==> src/rtl/sram_pkg.sv <==
// Shared widths, frame defaults and request/tag records for the SRAM pixel read path.
package sram_pkg;
  localparam int PIXEL_W       = 16;
  localparam int COORD_W       = 11;
  localparam int SRAM_ADDR_W   = 20;
  localparam int H_VISIBLE_DEF = 800;
  localparam int V_VISIBLE_DEF = 600;
  localparam int REQ_W         = 2 * COORD_W;

  typedef struct packed {
    logic [COORD_W-1:0] y;
    logic [COORD_W-1:0] x;
  } req_t;

  typedef struct packed {
    logic               valid;
    logic               blank;
    logic [COORD_W-1:0] x;
    logic [COORD_W-1:0] y;
  } tag_t;

  localparam tag_t TAG_IDLE = '{valid: 1'b0, blank: 1'b0,
                                x: {COORD_W{1'b0}}, y: {COORD_W{1'b0}}};
endpackage

==> src/rtl/sram_read_responder_if.sv <==
// Request/response and SRAM read-port signals of the pixel read responder.
interface sram_read_responder_if;
  import sram_pkg::*;

  logic                   request_active;
  logic [COORD_W-1:0]     request_x;
  logic [COORD_W-1:0]     request_y;
  logic                   request_ready;
  logic [PIXEL_W-1:0]     request_data;
  logic [COORD_W-1:0]     response_x;
  logic [COORD_W-1:0]     response_y;
  logic                   request_overflow;
  logic [7:0]             drop_count;
  logic                   sram_grant;
  logic                   sram_read_en;
  logic [SRAM_ADDR_W-1:0] sram_addr;
  logic [PIXEL_W-1:0]     sram_rdata;

  modport master (
    output request_active, request_x, request_y, sram_grant, sram_rdata,
    input  request_ready, request_data, response_x, response_y,
           request_overflow, drop_count, sram_read_en, sram_addr
  );

  modport slave (
    input  request_active, request_x, request_y, sram_grant, sram_rdata,
    output request_ready, request_data, response_x, response_y,
           request_overflow, drop_count, sram_read_en, sram_addr
  );
endinterface

==> src/rtl/sram_req_fifo.sv <==
// Synchronous request queue with registered head; a push is accepted while full
// when the same cycle pops.
module sram_req_fifo #(
  parameter int DEPTH = 4,
  parameter int WIDTH = 22
) (
  input  logic             clk,
  input  logic             rst,
  input  logic             push_i,
  input  logic             pop_i,
  input  logic [WIDTH-1:0] wdata_i,
  output logic [WIDTH-1:0] rdata_o,
  output logic             full_o,
  output logic             empty_o
);
  localparam int AW = $clog2(DEPTH);

  logic [WIDTH-1:0] mem_q [DEPTH];
  logic [AW-1:0]    wr_ptr_q;
  logic [AW-1:0]    rd_ptr_q;
  logic [AW:0]      count_q;
  logic             do_push_s;
  logic             do_pop_s;

  assign empty_o   = (count_q == {(AW+1){1'b0}});
  assign full_o    = (count_q == (AW+1)'(DEPTH));
  assign rdata_o   = mem_q[rd_ptr_q];
  assign do_pop_s  = pop_i && !empty_o;
  assign do_push_s = push_i && (!full_o || do_pop_s);

  // Storage, pointers and occupancy
  always_ff @(posedge clk) begin
    if (rst) begin
      wr_ptr_q <= {AW{1'b0}};
      rd_ptr_q <= {AW{1'b0}};
      count_q  <= {(AW+1){1'b0}};
      for (int i = 0; i < DEPTH; i++) mem_q[i] <= {WIDTH{1'b0}};
    end else begin
      if (do_push_s) begin
        mem_q[wr_ptr_q] <= wdata_i;
        wr_ptr_q        <= wr_ptr_q + AW'(1);
      end
      if (do_pop_s) rd_ptr_q <= rd_ptr_q + AW'(1);
      count_q <= count_q + (AW+1)'(do_push_s) - (AW+1)'(do_pop_s);
    end
  end
endmodule

==> src/rtl/sram_read_responder.sv <==
// Pixel read responder: queues coordinate requests, reads in-frame pixels from SRAM and
// returns tagged responses in request order, with out-of-frame pixels answered as 0x0000.
module sram_read_responder
  import sram_pkg::*;
#(
  parameter int FIFO_DEPTH   = 4,
  parameter int SRAM_LATENCY = 2,
  parameter int H_VISIBLE    = H_VISIBLE_DEF,
  parameter int V_VISIBLE    = V_VISIBLE_DEF
) (
  input logic                  clk,
  input logic                  rst,
  sram_read_responder_if.slave rsp_if
);
  localparam logic [COORD_W-1:0] H_LIM = COORD_W'(H_VISIBLE);
  localparam logic [COORD_W-1:0] V_LIM = COORD_W'(V_VISIBLE);

  req_t                   wreq_s;
  req_t                   head_s;
  logic                   fifo_full_s;
  logic                   fifo_empty_s;
  logic                   head_oob_s;
  logic                   pop_s;
  logic                   issue_s;
  logic                   push_s;
  logic                   drop_s;
  logic [SRAM_ADDR_W-1:0] y_ext_s;
  logic [SRAM_ADDR_W-1:0] x_ext_s;
  logic [SRAM_ADDR_W-1:0] addr_s;
  tag_t                   tag_d;
  tag_t                   tag_q [SRAM_LATENCY];
  logic                   ready_q;
  logic [PIXEL_W-1:0]     data_q;
  logic [COORD_W-1:0]     resp_x_q;
  logic [COORD_W-1:0]     resp_y_q;
  logic                   overflow_q;
  logic [7:0]             drop_count_q;
  logic [7:0]             drop_count_d;

  assign wreq_s = '{y: rsp_if.request_y, x: rsp_if.request_x};

  sram_req_fifo #(
    .DEPTH (FIFO_DEPTH),
    .WIDTH (REQ_W)
  ) u_req_fifo (
    .clk     (clk),
    .rst     (rst),
    .push_i  (push_s),
    .pop_i   (pop_s),
    .wdata_i (wreq_s),
    .rdata_o (head_s),
    .full_o  (fifo_full_s),
    .empty_o (fifo_empty_s)
  );

  // Out-of-frame heads drain without a grant; in-frame heads wait for the arbiter
  always_comb begin
    head_oob_s = (head_s.x >= H_LIM) || (head_s.y >= V_LIM);
    pop_s      = 1'b0;
    issue_s    = 1'b0;
    push_s     = 1'b0;
    drop_s     = 1'b0;
    if (rst) begin
      pop_s   = 1'b0;
      issue_s = 1'b0;
    end else begin
      if (!fifo_empty_s) begin
        if (head_oob_s) begin
          pop_s = 1'b1;
        end else if (rsp_if.sram_grant) begin
          pop_s   = 1'b1;
          issue_s = 1'b1;
        end else begin
          pop_s = 1'b0;
        end
      end else begin
        pop_s = 1'b0;
      end
      if (rsp_if.request_active) begin
        if (!fifo_full_s || pop_s) push_s = 1'b1;
        else                       drop_s = 1'b1;
      end else begin
        push_s = 1'b0;
      end
    end
  end

  // Row-major word address; 800 = 512 + 256 + 32 keeps it to shifts and adds
  always_comb begin
    y_ext_s = SRAM_ADDR_W'(head_s.y);
    x_ext_s = SRAM_ADDR_W'(head_s.x);
    if (H_VISIBLE == 800) begin
      addr_s = (y_ext_s << 4'd9) + (y_ext_s << 4'd8) + (y_ext_s << 4'd5) + x_ext_s;
    end else begin
      addr_s = y_ext_s * SRAM_ADDR_W'(H_VISIBLE) + x_ext_s;
    end
  end

  assign rsp_if.sram_read_en = issue_s;
  assign rsp_if.sram_addr    = issue_s ? addr_s : {SRAM_ADDR_W{1'b0}};

  assign tag_d = '{valid: pop_s, blank: head_oob_s, x: head_s.x, y: head_s.y};

  // Tag shift line aligned with the SRAM read latency
  always_ff @(posedge clk) begin
    if (rst) begin
      for (int i = 0; i < SRAM_LATENCY; i++) tag_q[i] <= TAG_IDLE;
    end else begin
      tag_q[0] <= tag_d;
      for (int i = 1; i < SRAM_LATENCY; i++) tag_q[i] <= tag_q[i-1];
    end
  end

  // Final stage: capture read data with its tag; payload holds between responses
  always_ff @(posedge clk) begin
    if (rst) begin
      ready_q  <= 1'b0;
      data_q   <= {PIXEL_W{1'b0}};
      resp_x_q <= {COORD_W{1'b0}};
      resp_y_q <= {COORD_W{1'b0}};
    end else begin
      ready_q <= tag_q[SRAM_LATENCY-1].valid;
      if (tag_q[SRAM_LATENCY-1].valid) begin
        data_q   <= tag_q[SRAM_LATENCY-1].blank ? {PIXEL_W{1'b0}} : rsp_if.sram_rdata;
        resp_x_q <= tag_q[SRAM_LATENCY-1].x;
        resp_y_q <= tag_q[SRAM_LATENCY-1].y;
      end
    end
  end

  always_comb begin
    drop_count_d = drop_count_q;
    if (drop_s && (drop_count_q != 8'hFF)) drop_count_d = drop_count_q + 8'd1;
    else                                    drop_count_d = drop_count_q;
  end

  // Drop reporting
  always_ff @(posedge clk) begin
    if (rst) begin
      overflow_q   <= 1'b0;
      drop_count_q <= 8'd0;
    end else begin
      overflow_q   <= drop_s;
      drop_count_q <= drop_count_d;
    end
  end

  assign rsp_if.request_ready    = ready_q;
  assign rsp_if.request_data     = data_q;
  assign rsp_if.response_x       = resp_x_q;
  assign rsp_if.response_y       = resp_y_q;
  assign rsp_if.request_overflow = overflow_q;
  assign rsp_if.drop_count       = drop_count_q;
endmodule

==> src/flat_wrapper.sv <==
// flat-port wrapper written by rule: the top's interface ports become plain ports
module sram_read_responder_flat import sram_pkg::*;
#(
  parameter int FIFO_DEPTH   = 4,
  parameter int SRAM_LATENCY = 2,
  parameter int H_VISIBLE    = H_VISIBLE_DEF,
  parameter int V_VISIBLE    = V_VISIBLE_DEF
)
  (clk, rst, rsp_if_request_active, rsp_if_request_x, rsp_if_request_y, rsp_if_sram_grant, rsp_if_sram_rdata, rsp_if_request_ready, rsp_if_request_data, rsp_if_response_x, rsp_if_response_y, rsp_if_request_overflow, rsp_if_drop_count, rsp_if_sram_read_en, rsp_if_sram_addr);
  sram_read_responder_if rsp_if_i ();
  input logic clk;
  input logic rst;
  input wire logic [$bits(rsp_if_i.request_active)-1:0] rsp_if_request_active;
  input wire logic [$bits(rsp_if_i.request_x)-1:0] rsp_if_request_x;
  input wire logic [$bits(rsp_if_i.request_y)-1:0] rsp_if_request_y;
  input wire logic [$bits(rsp_if_i.sram_grant)-1:0] rsp_if_sram_grant;
  input wire logic [$bits(rsp_if_i.sram_rdata)-1:0] rsp_if_sram_rdata;
  output wire logic [$bits(rsp_if_i.request_ready)-1:0] rsp_if_request_ready;
  output wire logic [$bits(rsp_if_i.request_data)-1:0] rsp_if_request_data;
  output wire logic [$bits(rsp_if_i.response_x)-1:0] rsp_if_response_x;
  output wire logic [$bits(rsp_if_i.response_y)-1:0] rsp_if_response_y;
  output wire logic [$bits(rsp_if_i.request_overflow)-1:0] rsp_if_request_overflow;
  output wire logic [$bits(rsp_if_i.drop_count)-1:0] rsp_if_drop_count;
  output wire logic [$bits(rsp_if_i.sram_read_en)-1:0] rsp_if_sram_read_en;
  output wire logic [$bits(rsp_if_i.sram_addr)-1:0] rsp_if_sram_addr;
  assign rsp_if_i.request_active = rsp_if_request_active;
  assign rsp_if_i.request_x = rsp_if_request_x;
  assign rsp_if_i.request_y = rsp_if_request_y;
  assign rsp_if_i.sram_grant = rsp_if_sram_grant;
  assign rsp_if_i.sram_rdata = rsp_if_sram_rdata;
  assign rsp_if_request_ready = rsp_if_i.request_ready;
  assign rsp_if_request_data = rsp_if_i.request_data;
  assign rsp_if_response_x = rsp_if_i.response_x;
  assign rsp_if_response_y = rsp_if_i.response_y;
  assign rsp_if_request_overflow = rsp_if_i.request_overflow;
  assign rsp_if_drop_count = rsp_if_i.drop_count;
  assign rsp_if_sram_read_en = rsp_if_i.sram_read_en;
  assign rsp_if_sram_addr = rsp_if_i.sram_addr;
  sram_read_responder #(.FIFO_DEPTH(FIFO_DEPTH), .SRAM_LATENCY(SRAM_LATENCY), .H_VISIBLE(H_VISIBLE), .V_VISIBLE(V_VISIBLE)) u_core (.clk(clk), .rst(rst), .rsp_if(rsp_if_i));
endmodule
==> config.mk <==
export PLATFORM = sky130hd
export DESIGN_NAME = sram_read_responder_flat
export DESIGN_NICKNAME = d
export VERILOG_FILES = /design/src/rtl/sram_pkg.sv /design/src/rtl/sram_read_responder_if.sv /design/src/rtl/sram_req_fifo.sv /design/src/rtl/sram_read_responder.sv /design/src/flat_wrapper.sv
export SDC_FILE = /design/constraint.sdc
export NUM_CORES = 1
export LEC_CHECK = 0
export BUFFER_PORTS_ARGS = -buffer_cell sky130_fd_sc_hd__buf_4
export CAP_MARGIN = 20
export CORE_ASPECT_RATIO = 0.75
export CORE_UTILIZATION = 62
export CTS_CLUSTER_DIAMETER = 40
export DETAILED_ROUTE_END_ITERATION = 7
export PLACE_DENSITY = 0.93
export SYNTH_ARGS = -nofsm -noshare
export SYNTH_HDL_FRONTEND = slang
export SYNTH_SLANG_ARGS = --single-unit
==> constraint.sdc <==
create_clock -name clk -period 10.52 [get_ports clk]
set_input_delay 1.052 -clock clk [delete_from_list [all_inputs] [get_ports clk]]
set_output_delay 1.052 -clock clk [all_outputs]
set_load 0.01 [all_outputs]
Word-level counts from Yosys, hierarchy flattened
Memories as Yosys holds them, arrays and structs flattened. A register that Yosys moved wholly into a read port is not among the register bits.
Index checks and enable logic that the tools add are counted.
Word-level totals
  flip-flop bits (word level): 55
  logic and storage cells: 64
  memories: 2
  latch bits: 0
  RAM bits: 136
  bits in read-only memories: 0
Operators by class
  $add $sub $neg: 8
  order comparisons: 2
  shift-type cells: 0
  $mul: 0
  bitwise logic cells: 2
  reductions and logical operators: 10
  muxes and demuxes: 29
  eq/ne operators: 2
  div/mod/pow operators: 0
Memory list
  u_core.u_req_fifo.mem_q: depth 4, bits a word 22, rd ports 1, clocked after memory_dff 1, wr ports 4, RTL line sram_req_fifo.sv:18  | logic [WIDTH-1:0] mem_q [DEPTH];
  u_core.tag_q: depth 2, bits a word 24, rd ports 2, clocked after memory_dff 0, wr ports 2, RTL line sram_read_responder.sv:31  | tag_t tag_q [SRAM_LATENCY];
Operator list (count)
  two-way mux 24 bit: 2
  >= comparator 11 x 10 -> 1 bit, second input constant: 2
  two-way mux 22 bit: 1
  OR reduction 22 bit: 1
  two-way mux 1 bit: 21
  adder 20 x 11 -> 20 bit: 1
  adder 20 x 16 -> 20 bit: 1
  adder 20 x 19 -> 20 bit: 1
  two-way mux 20 bit: 1
  two-way mux 16 bit: 1
  adder 8 x 1 -> 8 bit, second input constant: 1
  != test 8 bit, second input constant: 1
  two-way mux 2 bit: 3
  adder 2 x 1 -> 2 bit, second input constant: 2
  adder 3 x 1 -> 3 bit: 1
  == test 3 bit, second input constant: 1
  logical AND 1 bit: 3
  zero test 3 bit: 1
  logical OR 1 bit: 3
  subtractor 3 x 1 -> 3 bit: 1
  zero test 1 bit: 2
  bitwise OR 1 bit: 2

Logic depth before layout (Yosys ltp)
  depth after elaboration: 15
  gate-level depth with buffers: 18

By module
From an unflattened synthesis, not the netlist that was laid out.
Unflattened totals
  cell total of the unflattened synthesis: 733
  area total of the unflattened synthesis: 8794.7 um^2
Modules (own cells, without submodules)
  sram_read_responder: area an instance 4570.6 um^2, cells each 473, times used 1
  sram_req_fifo: area an instance 4224.1 um^2, cells each 260, times used 1

Worst setup path after synthesis
Ideal clock, no wire load.
  path type: reg2out
  from: reg with a tool-made name
  to: out rsp_if_sram_addr[17]
  arrival time: 4296 ps
  slack: 5172 ps
  cell stages (with the launch flop): 16
  cells stage by stage: dfxtp_1 buf_6 buf_2 buf_2 mux4_2 inv_1 fa_1 inv_1 fa_1 ha_1 nor2b_1 o21a_1 o21ai_0 a31o_2 or3b_2 a41oi_1
RTL lines
  end, declared: RTL line flat_wrapper.sv:25  | output wire logic [$bits(rsp_if_i.sram_addr)-1:0] rsp_if_sram_addr;

==> impl_metrics.yaml <==
outcome:
  status: "finished with violations"
  violations: "design-rule violations"
hold_path:
  min_path_cells: 1
  min_path_type: "register to register"
  hp-start: "u_core.tag_q[0][15]"
  worstHoldEndpoint: "u_core.tag_q[0][39]"
power_and_ir_drop:
  leakagePower_nw: 4.200
  peakVddDrop_uv: 164.3
  pwr_density_cell_mw_per_mm2: 257.5
  switching_share_pct: 36.32
  p_int_w: 0.001676
  combPwrFrac_pct: 41.6
  clkPwrFrac_pct: 24.0
  power_frac_seq_pct: 34.4
  p_sw_w: 0.0009556
cts:
  cts_hold_buf: 0
  cts_sinks: 193
  clock_latency_ps: 430
  h-tree-depth: 4
  cts_buffers: 17
  cts_tree: "yes"
  clk_path_buf_depth: 2
  cts-root-buf: "clkbuf_16"
  ctsResizeCount: 0
  postCtsSetupRepairBufs: 0
  path_clk_slew_ps: 70
floorplanning:
  fp.dieW_um: 138.6
  design.die.area_mm2: 0.01447
  core_area_mm2: 0.01370
  io_pins: 111
  rows: 37
  start_util_pct: 63.30
  die_height_um: 104.4
detailed_routing:
  antenna_left: 0
  firstDrtPassIters: 8
  drtIter0Drc: 464
  drc_errors: 7
  drt-wirelength-per-cell_um: 18.01
  routed_wl_mm: 18.23
  vias: 5803
  routed_via_density: 5.734
sta:
  rsz0062_at_grt: "no"
  max-slew-margin-rel_pct: 30.28
  drv_slew: 0
  tightest_slew_ps: 1046
  hold_viol: 0
  min_period_ps: 5796
  max_freq_mhz: 172.5
  period_share_pct: 55.09
  setup_viol: 0
  fin_worst_skew_ps: 11.53
  setup-tns-final_ps: 0
layout:
  final_nets: 920
  n_antenna_cell: 0
  syn2layout_area_growth_pct: 17.78
  layout-drive-gt1-share_pct: 21.62
  utilization_pct: 74.56
  final_cell_area_mm2: 0.01022
synth:
  synth_top_cell_by_area: "edfxtp_1"
  synth_area_leaders: "edfxtp_1, dfxtp_1, and2_1"
  seq_area_frac_synth_pct: 54.69
  synth_seq_cells: 193
  synth_fp_nets: 820
  syn_avg_cell_area_um2: 11.98
  syn_inst: 724
  mappedNetlistArea_mm2: 0.008675
  synth_edf_count: 88
  synthDistinctLibCells: 53
  synthFlopType: "dfxtp_1"
  yosysWarnings: 0
  synthDominantCellAreaShare_pct: 30.46
  async_flop_share_pct: 0
critical_path:
  crit_type: "register to primary output"
  cp_slowest_stage_delay_ps: 690
  endpoint_kind: "primary output"
  cp_cell_sequence: "buf_4 -> mux4_2 -> fa_1 -> ha_1 -> inv_1 -> fa_1 -> nor2b_1 -> o21a_1 -> o21ai_0 -> a31o_2 -> or3b_2 -> a41oi_1 -> buf_4"
  r2r_setup_slack_ps: 5870
  critPathArrivalTime_ps: 4740
  rr_endpoint: "u_core.u_req_fifo.mem_q[2][9]"
  cp_slowest_cell: "mux4_2"
  rr_worst_depth: 10
  cpLargestDelayFamily: "adder cells"
  cp.required_ps: 9470
  cp.buffers_inverters: 3
  critPathMaxFanout: 26
  critPathLaunchType: "register"
placement:
  place_area_mm2: 0.009609
  dp_hpwl_mm: 12.47
  io_buffers: 110
  gp_congestion: 0.8709
global_routing:
  antenna_found_initial: 0
  grt_max_degree: 110
  grt_pass1_wl_mm: 29.51
  grt_pass1_vias: 5897
  grt-ovfl-total: 0
  track_usage_pct: 26.69
job:
  maxCapViolations: 0
[Yosys cell counts, types with 3 or more instances]
master	count
dfxtp_1	105
nor3_1	8
fa_1	12
and2_1	92
a211oi_1	4
nand2b_1	6
xnor2_1	8
o21ai_0	14
nor2b_1	63
or2_2	3
nand3_1	4
nor2_1	72
mux2i_1	24
a41oi_1	6
nand4_1	4
edfxtp_1	88
ha_1	42
clkbuf_1	24
or3_1	6
buf_1	4
a21oi_1	26
nand2_1	9
inv_1	32
buf_2	5
a31oi_1	3
mux4_2	22
o21a_1	4
[power by group through the flow]
stage | sequential (W) | clock, W | combinational [W]
finish | 0.000906 | 0.000631 | 0.00109
global route | 0.000914 | 0.000669 | 0.00121
CTS | 0.000906 | 0.000635 | 0.00108
detailed placement | 0.000921 | 0 | 0.00107
global placement | 0.000915 | 0 | 0.00103
floorplan | 0.000904 | 0 | 0.000818
[worst max-delay path by stage]
stage	cells past startpoint	slack (ps)	endpoint
2_1_floorplan	15	5170	rsp_if_sram_addr[17]
3_5_place_dp	14	5190	rsp_if_sram_addr[17]
4_1_cts	14	4690	rsp_if_sram_addr[17]
5_1_grt	14	4440	rsp_if_sram_addr[17]
3_3_place_gp	14	5280	rsp_if_sram_addr[17]
6_report	13	4720	rsp_if_sram_addr[17]
[sequential cells by signal, summed over array words and instances, names as in the netlist, named ones only]
signal / cells
u_core.rsp_if.drop_count: 8
u_core.tag_q: 48
u_core.rsp_if.request_data: 16
u_core.u_req_fifo.mem_q: 88
u_core.rsp_if.request_overflow: 1
u_core.rsp_if.response_x: 11
u_core.u_req_fifo.wr_ptr_q: 2
u_core.rsp_if.response_y: 11
u_core.rsp_if.request_ready: 1
u_core.u_req_fifo.rd_ptr_q: 2
u_core.u_req_fifo.count_q: 3
[layout make-up]
class | count | area [µm²]
repair buffers | 115 | 870.8
flip-flops and latches | 193 | 4746
clock inverters | 12 | 115.1
clock buffers | 20 | 478.0
well taps | 175 | 219.0
inverters | 32 | 120.1
multi-input cells | 465 | 3669
fillers | 843 | 3486
[layer usage]
metal	part of all wire [%]	wire length, µm	vias to the layer above	global-route usage (%)
met5	0	0	-	0
met4	2.2	394	0	10.43
met3	6.3	1151	36	6.492
met2	50	9131	237	45.43
met1	41	7551	2808	32.95
li1	-	-	2722	-
[per-stage QoR]
step	worst slack [ps]	cells	power [W]	hold slack [ps]
after floorplan	5172	724	0.001722	413.8
after global placement	5276	979	0.001940	420.0
after detailed placement	5187	979	0.001988	421.8
after CTS	4692	1011	0.002622	434.4
after global routing	4438	1012	0.002796	447.2
final	4724	1012	0.002631	435.1
[cell families (layout without fill, tap and decap cells)]
kind of cell	after synthesis	count (layout)	share of synthesized area (%)
AOI/OAI and AO/OA	76	76	6.029
xor gates and xnor gates	10	10	1.010
adders and majority gates	54	54	8.827
buffers and inverters	66	179	3.015
DFF	193	193	54.69
muxes	46	46	8.481
and+or+nand+nor	279	279	17.94
[placed cells by master (no fill, tap or decap), types with 3 or more instances in the layout]
| cell type | instances |
|---|---|
| a21oi_1 | 26 |
| ha_1 | 42 |
| or3_1 | 6 |
| xnor2_1 | 8 |
| nor2b_1 | 63 |
| inv_1 | 32 |
| and2_1 | 92 |
| nor2_1 | 72 |
| mux2i_1 | 24 |
| dfxtp_1 | 104 |
| fa_1 | 12 |
| clkbuf_16 | 18 |
| or2_2 | 3 |
| o21a_1 | 4 |
| a41oi_1 | 6 |
| buf_4 | 114 |
| o21ai_0 | 14 |
| nand2_1 | 9 |
| a31oi_1 | 3 |
| nand4_1 | 4 |
| nor3_1 | 8 |
| nand3_1 | 4 |
| mux4_2 | 22 |
| inv_8 | 4 |
| nand2b_1 | 6 |
| a211oi_1 | 4 |
| edfxtp_1 | 88 |
Note: power is estimated with default switching activity, not from simulation.
